<file path="config.mk">
export PLATFORM = sky130hd
export DESIGN_NAME = axi_rd_responder
export DESIGN_NICKNAME = d
export VERILOG_FILES = /design/src/rtl/axi_rd_responder.sv
export SDC_FILE = /design/constraint.sdc
export NUM_CORES = 1
export LEC_CHECK = 0
export CORE_AREA = 3 3 88 132
export DETAILED_ROUTE_END_ITERATION = 7
export DIE_AREA = 0 0 91 135
export PLACE_DENSITY = 0.87
export SYNTH_ARGS = -nofsm -noshare
export SYNTH_HDL_FRONTEND = slang
export SYNTH_SLANG_ARGS = --single-unit
</file>
<file path="constraint.sdc">
create_clock -name clk -period 2.8 [get_ports clk]
set_clock_uncertainty 0.05 [all_clocks]
set_input_delay 0.28 -clock clk [delete_from_list [all_inputs] [get_ports clk]]
set_output_delay 0.28 -clock clk [all_outputs]
set_load 0.1 [all_outputs]
</file>
<file path="src/rtl/axi_rd_responder.sv">
// AXI-style read responder: queues read requests, waits a configurable latency,
// then streams address-derived beat data back with in-order IDs.
module axi_rd_responder #(
    parameter int unsigned ADDR_BITS            = 16,
    parameter int unsigned TID_WIDTH            = 8,
    parameter int unsigned BURST_LEN_WIDTH      = 8,
    parameter int unsigned LOG_BLOCK_DATA_BYTES = 0,
    parameter int unsigned LOG_QUEUE_SIZE       = 2,
    parameter int unsigned DELAY_WIDTH          = 3,
    localparam int unsigned DATA_WIDTH          = 8 << LOG_BLOCK_DATA_BYTES
) (
    input  logic                       clk,
    input  logic                       resetN,
    input  logic                       s_ar_valid,
    output logic                       s_ar_ready,
    input  logic [BURST_LEN_WIDTH-1:0] s_ar_len,
    input  logic [ADDR_BITS-1:0]       s_ar_addr,
    input  logic [TID_WIDTH-1:0]       s_ar_id,
    output logic                       m_r_valid,
    input  logic                       m_r_ready,
    output logic                       m_r_last,
    output logic [DATA_WIDTH-1:0]      m_r_data,
    output logic [TID_WIDTH-1:0]       m_r_id,
    input  logic [DELAY_WIDTH-1:0]     crs_latency,
    output logic                       busy
);

    localparam int unsigned Depth  = 1 << LOG_QUEUE_SIZE;
    localparam int unsigned EntryW = ADDR_BITS + BURST_LEN_WIDTH + TID_WIDTH;
    localparam int unsigned ExtW   = (DATA_WIDTH > ADDR_BITS) ? DATA_WIDTH : ADDR_BITS;
    localparam logic [ADDR_BITS-1:0] Step = ADDR_BITS'(1 << LOG_BLOCK_DATA_BYTES);

    typedef enum logic [1:0] {StIdle, StWait, StBurst} state_e;

    function automatic logic [DATA_WIDTH-1:0] beat_data(input logic [ADDR_BITS-1:0] a);
        logic [ExtW-1:0] ext;
        ext = ExtW'(a);
        return ext[DATA_WIDTH-1:0];
    endfunction

    // Request FIFO
    logic [EntryW-1:0]         mem_q [Depth];
    logic [LOG_QUEUE_SIZE-1:0] wr_ptr_q, rd_ptr_q;
    logic [LOG_QUEUE_SIZE:0]   count_q;
    logic                      full, empty, push, pop;
    logic [EntryW-1:0]         head;
    logic [ADDR_BITS-1:0]      head_addr;
    logic [BURST_LEN_WIDTH-1:0] head_len;
    logic [TID_WIDTH-1:0]      head_id;

    assign full       = (count_q == (LOG_QUEUE_SIZE + 1)'(Depth));
    assign empty      = (count_q == '0);
    assign s_ar_ready = resetN && !full;
    assign push       = s_ar_valid && s_ar_ready;
    assign head       = mem_q[rd_ptr_q];
    assign head_addr  = head[EntryW-1 -: ADDR_BITS];
    assign head_len   = head[TID_WIDTH +: BURST_LEN_WIDTH];
    assign head_id    = head[TID_WIDTH-1:0];

    always_ff @(posedge clk) begin
        if (push) mem_q[wr_ptr_q] <= {s_ar_addr, s_ar_len, s_ar_id};
    end

    always_ff @(posedge clk or negedge resetN) begin
        if (!resetN) begin
            wr_ptr_q <= '0;
            rd_ptr_q <= '0;
            count_q  <= '0;
        end else begin
            if (push) wr_ptr_q <= wr_ptr_q + 1'b1;
            if (pop)  rd_ptr_q <= rd_ptr_q + 1'b1;
            if (push && !pop)      count_q <= count_q + 1'b1;
            else if (!push && pop) count_q <= count_q - 1'b1;
        end
    end

    // Burst engine
    state_e                     state_q, state_d;
    logic [DELAY_WIDTH-1:0]     cnt_q, cnt_d;
    logic [BURST_LEN_WIDTH:0]   beat_q, beat_d;
    logic [ADDR_BITS-1:0]       addr_q, addr_d;
    logic [BURST_LEN_WIDTH-1:0] len_q, len_d;
    logic [TID_WIDTH-1:0]       id_q, id_d;
    logic [DATA_WIDTH-1:0]      data_q, data_d;
    logic                       last_q, last_d;

    always_ff @(posedge clk or negedge resetN) begin
        if (!resetN) state_q <= StIdle;
        else         state_q <= state_d;
    end

    always_comb begin
        state_d = state_q;
        unique case (state_q)
            StIdle:  if (!empty) state_d = (crs_latency == '0) ? StBurst : StWait;
            StWait:  if (cnt_q == DELAY_WIDTH'(1)) state_d = StBurst;
            StBurst: if (m_r_ready && last_q) state_d = StIdle;
            default: state_d = StIdle;
        endcase
    end

    always_comb begin
        pop    = 1'b0;
        cnt_d  = cnt_q;
        beat_d = beat_q;
        addr_d = addr_q;
        len_d  = len_q;
        id_d   = id_q;
        data_d = data_q;
        last_d = last_q;
        unique case (state_q)
            StIdle: begin
                if (!empty) begin
                    pop    = 1'b1;
                    cnt_d  = crs_latency;
                    beat_d = '0;
                    addr_d = head_addr;
                    len_d  = head_len;
                    id_d   = head_id;
                    data_d = beat_data(head_addr);
                    last_d = (head_len == '0);
                end
            end
            StWait: cnt_d = cnt_q - 1'b1;
            StBurst: begin
                // Next beat is prepared on the handshake so outputs stay registered
                if (m_r_ready && !last_q) begin
                    beat_d = beat_q + 1'b1;
                    addr_d = addr_q + Step;
                    data_d = beat_data(addr_d);
                    last_d = (beat_d == {1'b0, len_q});
                end
            end
            default: ;
        endcase
    end

    always_ff @(posedge clk or negedge resetN) begin
        if (!resetN) begin
            cnt_q  <= '0;
            beat_q <= '0;
            addr_q <= '0;
            len_q  <= '0;
            id_q   <= '0;
            data_q <= '0;
            last_q <= 1'b0;
        end else begin
            cnt_q  <= cnt_d;
            beat_q <= beat_d;
            addr_q <= addr_d;
            len_q  <= len_d;
            id_q   <= id_d;
            data_q <= data_d;
            last_q <= last_d;
        end
    end

    assign m_r_valid = (state_q == StBurst);
    assign m_r_last  = last_q;
    assign m_r_data  = data_q;
    assign m_r_id    = id_q;
    assign busy      = !empty || (state_q != StIdle);

endmodule

</file>
==> results of run 1 <==
[report_power, final]
part | switching [uW] | internal (uW)
logic | 2080 | 1060
clock network | 880 | 1330
registers | 375 | 2690
[how the worst max path moves through the flow]
stage | end | slack (ns) | start
after floorplan | count_q[2]$_DFFE_PN0P_ | 0.24 | count_q[0]$_DFFE_PN0P_
after global placement | count_q[2]$_DFFE_PN0P_ | 0.60 | s_ar_valid
after detailed placement | count_q[2]$_DFFE_PN0P_ | 0.49 | s_ar_valid
after CTS | count_q[2]$_DFFE_PN0P_ | 0.47 | count_q[0]$_DFFE_PN0P_
after global routing | count_q[2]$_DFFE_PN0P_ | 0.31 | count_q[0]$_DFFE_PN0P_
final | count_q[2]$_DFFE_PN0P_ | 0.47 | count_q[0]$_DFFE_PN0P_
[critical path: cells and delay by family (launching register included)]
family / cells / cell delay (ns)
XOR/XNOR: 2 / 0.33
buffers and inverters: 1 / 0.06
adder cells (fa/ha/maj): 2 / 0.61
AO/OA/AOI/OAI: 1 / 0.23
flip-flops: 1 / 0.44
AND/OR/NAND/NOR: 3 / 0.52
[flip-flops by register name (all words and copies together), names as in the netlist]
signal,count
mem_q,96
beat_q,9
addr_q,8
len_q,8
m_r_id,8
cnt_q,3
count_q,3
rd_ptr_q,2
state_q,2
wr_ptr_q,2
m_r_last,1
[stage by stage]
stage	instances	power, uW	utilization [%]	cell area [um^2]	hold WS [ns]
floorplan	414	5400	-	5990	-0.0656
global placement	600	6070	62.6	6630	0.412
detailed placement	600	6210	62.6	6630	0.414
CTS	632	8470	68.1	7210	0.00285
global route	632	8810	68.1	7210	0.0136
finish	632	8420	68.1	7210	-0.0371
[final cells by class]
| class | count | area share, % |
|---|---|---|
| tap | 144 | 2.50 |
| clock buffer | 18 | 5.95 |
| clock inverter | 14 | 2.19 |
| timing repair buffer | 63 | 7.70 |
| sequential | 142 | 55.9 |
| multi-input combinational | 242 | 25.3 |
| inverter | 9 | 0.468 |
[cells by family after synthesis]
family / count (synthesis) / share of synthesized area (%)
buffers and inverters: 30 / 2.22
DFF: 142 / 67.5
adders and majority gates: 10 / 2.22
muxes: 26 / 9.40
AOI/OAI and AO/OA: 64 / 6.78
and+or+nand+nor: 127 / 9.69
xor gates and xnor gates: 15 / 2.20
[layout by cell type, fill, tap and decap left out, drive strengths merged, types with 2 or more instances in the layout]
master,instances
a21o,2
mux4,24
and3,8
edfxtp,96
inv,15
clkdlybuf4s50,29
nor4,4
nand4,3
o41ai,2
o21ai,20
and2,2
a21boi,3
clkbuf,18
a31oi,4
bufinv,2
buf,34
o31ai,4
nor3,5
clkinv,5
xnor2,7
dfrtp,46
nand3,13
xor2,8
a21oi,17
nand2b,4
o211ai,2
nand2,66
ha,9
o22ai,3
nor2,19
[routing by layer]
layer / global-route usage [%] / part of all wire [%] / up-vias
met5: 0 / 0 / -
met4: 10.1 / 2.3 / 0
met3: 4.40 / 3.7 / 21
met2: 36.1 / 55 / 115
met1: 23.6 / 39 / 1849
li1: - / - / 1679
==> run summary, run 1 <==
The die covers 12300 um^2. The clock insertion delay at the later pin of the skew report is 0.42 ns. The height of the chip is 135 um.

In the post-route analysis, the smallest setup slack over all paths is 0.473 ns. Data arrives at the worst endpoint at roughly 2.6 ns. In the routed layout, each cell is associated on average with a via count of around 5.8.

The time the worst path needs with I/O delays and setup came out at 2.33 ns. Yosys printed 0 warnings. The flow ran to the end, but the final reports show violations. The clock edge transition at the registers on the reported setup and hold paths is 0.06 ns. The total wire length is 11900 um. The routability-driven placement congestion ratio is 0.799. After synthesis, the cell types taking the most area are edfxtp_1 48%, dfrtp_1 19%, mux4_2 9.0%. The number of flip-flops and latches in the synthesized netlist came out at 142. By count the netlist is led by 96 x edfxtp_1, 66 x nand2_1, 46 x dfrtp_1. Once detailed placement completed, the half-perimeter wirelength came to 7590 um. Of all nets on the critical path, the largest fanout is 6. The area of combinational cells with multiple inputs is around 1800 um^2.

The quantity of hold-fixing buffers added after cts is 0. The worst reg-to-reg path cell count came out at 9. Setup repair after global routing left no endpoint under its margin.

The max-slew violation count came out at 0. The first global-routing pass estimated 19100 um of wire. The critical path is of the reg2reg type. Among all stages on the critical path, the largest delay is contributed by dfrtp_1. The leakage power figure is 0.00275 uW.

The die width came out at approximately 90 um. In this run the critical register-to-register path is captured at count_q[2]$_DFFE_PN0P_. For this design the ratio of total power to cell area is 1170 nW/um^2. IR analysis of the VDD net gives a maximum drop of 0.744 mV. The distinct cell type count of the synthesized netlist is 49.

The initial detailed-routing violation count is 264. In this run the remaining antenna-violating nets after routing total 0. The peak per-stage delay on the critical path came out at 0.44 ns. In the final layout, the share of cells above drive strength 1 is 19.9%.

The area of the mapped netlist came out at 5980 um^2. The number of antenna violations at the first check in global routing came out at 0. The share of synthesized area in the top cell type comes to 48.2%. The internal reg-to-reg setup slack is roughly 0.47 ns. Setup violations remaining at the end of the flow were counted as 0. Before CTS, the worst setup slack after placement is approximately 0.49 ns. The register area share after synthesis is 67.5%. The most frequent cell after synthesis is edfxtp_1.

TritonCTS built the clock tree. The via count of the first global-routing pass came out at 3874. Summed over all instances, the cell type with the most area after synthesis is edfxtp_1. Measured against its own limit, the worst slew margin works out to 57.7%. The number of nets in the layout is 524.

The final hold violation count came out at 46. The final global-route overflow total is 0. The proportion of register bits with asynchronous set or reset after synthesis is between 30% and 40%. After technology mapping, the gate count stands at 414. Global routing used between 20 and 25% of the available tracks. The final hold slack came out at -0.0371 ns. The H-tree was split into 4 levels. The effective utilization at floorplan came out at 56.4%. The slew at the pin with the worst max-slew slack came out at 0.634 ns.

The core area is 10600 um^2. Once the clock tree was built, the resizer swapped 0 gates to a different size. The number of fill cells came out at 685. Across the run, the number of max-cap violations was 0. The number of buffers added by the clock tree synthesis step is 17. The first-pass iteration count of the detailed router is 5. The required time of the critical path is 3.09 ns. The leading register cell type out of synthesis is edfxtp_1. The cell sitting at the root of the clock tree is a clkbuf_16.

The layout overhead on the synthesized area is 20.7%. In this run, synthesis inferred 96 flip-flops with an integrated enable. The number of buffers added for setup after CTS is 0. STA classifies the critical path endpoint as a flip-flop.

A synthesized cell averages 14.4 um^2. The I/O pin count came out at 59. The setup TNS came out at 0 ns. The average wire per cell in the routed design came out at about 19 um.

The worst register-to-register path begins at count_q[0]$_DFFE_PN0P_. The kind of launch point of the worst setup path is a flip-flop. The sequential standard cell area is 4030 um^2. Based on the critical path, the design can be clocked at up to 430 MHz. The largest net degree at the start of global routing came out at 47. 0 antenna diodes ended up in the layout. Walking the worst path, the cells encountered are nor2_1, a21boi_4, and2_0, ha_1, inv_1, fa_1, xor2_1, nor2_1, xor2_1. The total number of vias is 3664. The class of the worst hold path is in2async.

The number of nets in the synthesized netlist came out at 463. Counting along the longest clock path gives a buffer depth of 2. The count of buffers inserted at the top-level ports is 50. For this design, the sink count on the clock tree is about 140. The number of rows created at floorplan is 46.

The final reports fail on hold timing. The number of remaining DRC errors is 0. In the finished design, the share of the clock period the worst path needs comes to 83.1%.
Note: power is estimated with default switching activity, not from simulation.
==> inputs of run 2 (changes only) <==
clock period = 2.3 ns   (was 2.8 ns; I/O delays follow)
==> run 2 against run 1 <==
- the flow now finishes without violations
- hold slack better by 0.40 ns
- sequential power increased by 22%
- worst setup slack worse by 0.34 ns
- flip-flop and latch count did not move
- cell count increased by 0.79%
- first-iteration DRC count decreased by 23%
- count of clock-buffer cells in the layout did not move
- critical path depth shrank 4
- combinational power rose by 29%
- fmax is 7.5% higher
- largest cell class unchanged
==> run summary, run 2 (same netlist as run 1, synthesis figures left out) <==
The post-CTS resize count is 0. Tracing the worst setup path back leads to its startpoint at beat_q[1]$_DFFE_PN0P_. The quantity of hold-fixing buffers added after cts is 1. From left edge to right edge, the die measures 91 um. The level count of the clock H-tree came out at 4. The total number of vias is 3791. The minimum setup slack after placement came out at between 0.15 and 0.2 ns.

The internal reg-to-reg setup slack came out at 0.13 ns. The utilization of the core after routing is 69.0%. The endpoint of the worst-slack reg-to-reg timing path is m_r_last$_DFFE_PN0P_. The first-pass iteration count of the detailed router is 5.

Detailed placement ended at an HPWL of 7630 um. The average wire per cell in the routed design is ~20 um. The required time of the critical path came out at 2.56 ns. The number of diodes added for antenna fixing came out at 0.

The number of buffers added for setup after CTS came out at 0. The final global-route overflow total is 0. In this run the clock root is driven by a clkbuf_16. The first-pass GRT wire length came out at 20700 um. The min-delay analysis places its worst path in the category in2reg.

At the end of routability-driven placement, the weighted congestion stood at 0.826. The final clock period utilization by the worst path is 94.2%. Clock tree synthesis inserted a total of 17 buffers. The worst path in the final design needs a cycle of 2.17 ns, including I/O delays and setup. The number of clock sinks is around 140. The number of antenna violations at the first check in global routing came out at 0. The initial detailed-routing violation count is 204. At the pin with the least slew margin, the transition time is 0.614 ns. The worst setup path is launched from a flip-flop. The register with the most flip-flops in the layout has 96 of them. IR analysis of the VDD net gives a maximum drop of between 0.8 and 0.9 mV. Wires add up to 12600 um. The max-capacitance violation count is 0. The largest net degree at the start of global routing came out at 47.

In this run the deepest clock path goes through 2 buffers. The effective utilization at floorplan came out at 56.4%. The startpoint-to-endpoint class of the critical path is reg2reg. The floorplan step defined a die boundary enclosing 12300 um^2. The max-slew violation count came to 0. The final hold violation count came to 0. STA classifies the critical path endpoint as a flip-flop. The post-route worst setup slack came out at between 0.1 and 0.15 ns. The peak clock frequency supported by timing is 462 MHz.

The total global routing track utilization came out at 22.2%. From bottom edge to top edge, the die measures 135 um. The fraction of final layout cells with drive strength greater than 1 came out at between 20% and 30%. The number of rows created at floorplan came out at 46.

In this run the tightest slew margin relative to its limit is 59.1%. The overall power came out at 10500 uW. The largest registers in the layout are mem_q: 96 flops, beat_q: 9 flops.

The signal arrival time at the worst endpoint is 2.43 ns. The number of remaining DRC errors is 0. The count of nets left with antenna violations once routing finished came out at 0. The worst reg-to-reg path cell count is 5.

The clock insertion delay at the later pin of the skew report is about 0.42 ns. The routed via count divided by cell count came out at 5.95. The power density over the cells came out at 1440 nW/um^2.

The post-route standard cell area excluding fillers came out at 7300 um^2. The number of nets in the layout is about 530. The library cell used most frequently in the layout, excluding fill and tap cells, is edfxtp_1. The flow ran to the end, and the final reports show no timing, DRC or antenna violations.

The count of buffers inserted at the top-level ports is 50. Setup repair after global routing left no endpoint under its margin. For this design the static power due to leakage is ~0.0028 uW.

The clock edge transition at the registers on the reported setup and hold paths is 0.06 ns. The critical register-to-register path startpoint is beat_q[1]$_DFFE_PN0P_. The register name with the most flops is mem_q. Following the worst setup path forward leads to its endpoint at m_r_last$_DFFE_PN0P_. TritonCTS built the clock tree.

The cell area after placement came out at 6710 um^2. Setup violations remaining at the end of the flow were counted as 0. In the layout the commonest cells are 96 x edfxtp_1, 66 x nand2_1, 46 x dfrtp_1. For this design the top-level I/O count stands at 59. The core area came out at 10600 um^2. Adding up every negative setup slack in the final design gives 0 ns. The top fanout value on the critical path came out at 8. The layout overhead on the synthesized area is 22.2%.

The via count of the first global-routing pass came to 4032.
run 2: cell types whose count changed in the layout (fill, tap and decap cells not counted), sizes merged:
cell,delta
dlygate4sd3,+1
clkinv,-1
buf,+4
clkinvlp,+1
run 2: worst min-delay path by stage:
stage,to,cells past startpoint,start
floorplan,addr_q[0]$_DFFE_PN0P_,0,resetN
global placement,addr_q[7]$_DFFE_PN0P_,2,resetN
detailed placement,rd_ptr_q[1]$_DFFE_PN0P_,2,resetN
CTS,cnt_q[2]$_DFFE_PN0P_,3,crs_latency[2]
global route,cnt_q[2]$_DFFE_PN0P_,3,crs_latency[2]
finish,cnt_q[2]$_DFFE_PN0P_,3,crs_latency[2]
run 2: cell type report:
type,instances,area [um^2]
clock inverter,14,156
clock buffer,18,429
tap,144,180
fill,695,3290
multi-input combinational,242,1850
timing repair buffer,68,621
inverter,9,33.8
sequential,142,4030
run 2: worst max-delay path, stage by stage, from the launching register on:
cell and delay, ns:
dfrtp_1 0.45, ha_1 0.37, nand3_1 0.18, a211o_1 0.32
a221o_1 0.36, o41ai_2 0.32
run 2: power breakdown:
group          switching, uW  internal, uW  total [uW]
registers                462          3270        3730
logic                   2640          1420        4060
clock network           1080          1620        2700
run 2: layer usage:
metal	up-vias	global-route usage [%]	wire length, um
met3	50	6.74	613
met2	168	37.6	6670
met1	1886	25.0	4810
li1	1687	-	-
met4	0	12.5	553
met5	-	0	0
run 2: metrics by stage:
stage          cells  hold WS (ns)
3_3_place_gp     604         0.395
3_5_place_dp     604         0.400
6_report         637         0.368
4_1_cts          637         0.358
5_1_grt          637         0.365
2_1_floorplan    414        -0.116
==> inputs of run 3 (changes only) <==
CORE_AREA = 2 2 87 131   (was 3 3 88 132)
DIE_AREA = 0 0 89 133   (was 0 0 91 135)
==> run 3 against run 2 <==
- flip-flop and latch count stayed put
- critical path depth stayed put
- global-route usage is 0.71 points higher
- hold slack better by 0.018 ns
- design area is 0.31% lower
- critical path type unchanged
- largest cell class unchanged
==> run summary, run 3 (same netlist as run 1, synthesis figures left out) <==
The filler cells instantiated in the layout total 703. The detailed router finished its first iteration with 360 violations. Entering global routing, the biggest net connects 47 pins. The H-tree generated during clock tree synthesis spans 4 levels. The count of nets left with antenna violations once routing finished came out at 0.

The post-route standard cell area excluding fillers came out at about 7300 um^2. The average wire per cell in the routed design came out at 19.5 um. The via count of the first global-routing pass came out at 3716. The sequential standard cell area is between 4000 and 5000 um^2. The kind of launch point of the worst setup path is a flip-flop. The slew at the pin with the worst max-slew slack is 0.602 ns. The total wire length came out at between 10000 and 15000 um. The class of the worst hold path is in2reg. Counting flops per register, the top entry is mem_q. The top fanout value on the critical path came out at 8.

Across the run, the number of max-cap violations was 0. After detailed routing, the number of remaining DRC violations is 0. The core area came out at 10800 um^2. The worst path uses between 90% and 100% of the clock period.

The tree built by TritonCTS fans out to 142 sinks. The signal arrival time at the worst endpoint came out at ~2.4 ns. The count of buffers inserted at the top-level ports came out at 50. Detailed placement finished with a half-perimeter wire length of roughly 7800 um.

The launching instance or port of the critical path is beat_q[1]$_DFFE_PN0P_. The first-pass GRT wire length is 20100 um. The full die area came out at 11800 um^2.

The flip-flop count of the largest register after layout came out at 96. The overall power came out at between 10000 and 15000 uW. For this design the ratio of total power to cell area is 1420 nW/um^2. In the layout the commonest cells are 96 x edfxtp_1, 66 x nand2_1, 46 x dfrtp_1. The number of buffers added by the clock tree synthesis step came out at 17.

The internal reg-to-reg setup slack is around 0.13 ns. The worst vdd rail ir drop is 0.718 mV. At the end of routability-driven placement, the weighted congestion stood at 0.826. The area of combinational cells with multiple inputs came out at ~1900 um^2. Clock-pin slew was measured on the worst setup and hold paths at roughly 0.06 ns. The number of buffers on the longest clock path is 2. The flow ran to the end, and the final reports show no timing, DRC or antenna violations. The cell area after placement came out at around 6700 um^2. The clock insertion delay at the later pin of the skew report came out at 0.41 ns. The number of diodes added for antenna fixing came out at 0. The endpoint type of the worst setup path is a flip-flop. The height of the chip is 133 um. In this run the clock root is driven by a clkbuf_16. The endpoint of the worst-slack reg-to-reg timing path is m_r_last$_DFFE_PN0P_.

The library cell used most frequently in the layout, excluding fill and tap cells, is edfxtp_1. The worst slew margin relative to its limit is about three fifths. The time the worst path needs with I/O delays and setup came out at 2.17 ns. Cells with a size suffix above 1 make up between 20% and 30% of the layout.

The I/O pin count is 59. For this run, the top clock speed supported by timing is about 460 MHz. For the worst flop-to-flop path, the logic depth is 5. The max-slew violation count came to 0. Setup repair after global routing left no endpoint under its margin. The CTS tree is built. The leakage power figure came out at 0.00277 uW. The final global-route overflow total came out at 0.

The number of antenna violations at the first check in global routing is 0. The layout overhead on the synthesized area is 21.8%. The worst setup path is of the reg2reg kind. The routed via count divided by cell count came out at 5.85. The final setup violation count came out at 0. The total number of vias is 3725. The final hold violation count is 0. The initial utilization of the core area, before any placement, comes to 55.2%. The required time of the critical path is 2.55 ns. The first-pass iteration count of the detailed router came out at 5. The startpoint identified for the worst register-to-register timing path is beat_q[1]$_DFFE_PN0P_. The largest registers in the layout are mem_q: 96 flops, beat_q: 9 flops. The die width came out at 89 um. The total global routing track utilization came out at 22.9%. The last element of the critical path is m_r_last$_DFFE_PN0P_. Row generation in the floorplan step produced 47 rows. The number of nets in the layout came out at 527.
[run 3: through the flow]
| step | std cells | setup TNS, ns | utilization (%) | hold slack, ns | worst slack [ns] |
|---|---|---|---|---|---|
| 2_1_floorplan | 414 | -0.274 | - | -0.116 | -0.144 |
| 3_3_place_gp | 605 | 0 | 62.0 | 0.394 | 0.267 |
| 3_5_place_dp | 605 | 0 | 62.0 | 0.393 | 0.154 |
| 4_1_cts | 637 | 0 | 67.3 | 0.375 | 0.0876 |
| 5_1_grt | 637 | 0 | 67.3 | 0.379 | 0.0671 |
| 6_report | 637 | 0 | 67.3 | 0.386 | 0.133 |
[run 3: worst max-delay path, cell delays in order (launching register included)]
cell and delay [ns]:
dfrtp_1 0.45, ha_2 0.31, nand3_1 0.17, a211o_1 0.35
a221o_1 0.39, o41ai_2 0.34
[run 3: repair_timing]
action	CTS	global route
hold buffers	1	0
setup buffers	0	0
gates resized for setup	0	1
setup endpoints to repair	0	1
endpoints found under the hold margin	46	0
[run 3: how the worst min path moves through the flow]
stage / startpoint / endpoint / slack, ns / cells past startpoint
finish: crs_latency[2] / cnt_q[2]$_DFFE_PN0P_ / 0.39 / 3
global route: crs_latency[2] / cnt_q[2]$_DFFE_PN0P_ / 0.38 / 3
CTS: crs_latency[2] / cnt_q[2]$_DFFE_PN0P_ / 0.38 / 3
detailed placement: resetN / len_q[0]$_DFFE_PN0P_ / 0.39 / 2
global placement: resetN / len_q[1]$_DFFE_PN0P_ / 0.39 / 2
floorplan: resetN / addr_q[0]$_DFFE_PN0P_ / -0.12 / 0
[run 3: layer usage]
| metal | global-route usage [%] | vias up | wire (um) |
|---|---|---|---|
| met5 | 0 | - | 0 |
| met4 | 7.71 | 0 | 297 |
| met3 | 5.74 | 24 | 600 |
| met2 | 38.2 | 152 | 6870 |
| met1 | 29.2 | 1864 | 4650 |
| li1 | - | 1685 | - |
[run 3: final cells by class]
class / count / share of cell area (%)
Sequential cell: 142 / 55.4
Multi-Input combinational cell: 242 / 25.4
Timing Repair Buffer: 66 / 8.49
Clock buffer: 17 / 5.84
Tap cell: 147 / 2.53
Clock inverter: 14 / 1.84
Inverter: 9 / 0.464
[run 3: report_power, final]
group,internal [uW],leakage (uW),switching (uW)
logic,1410,0.00105,2650
registers,3270,0.00144,424
clock network,1500,0.000278,1070
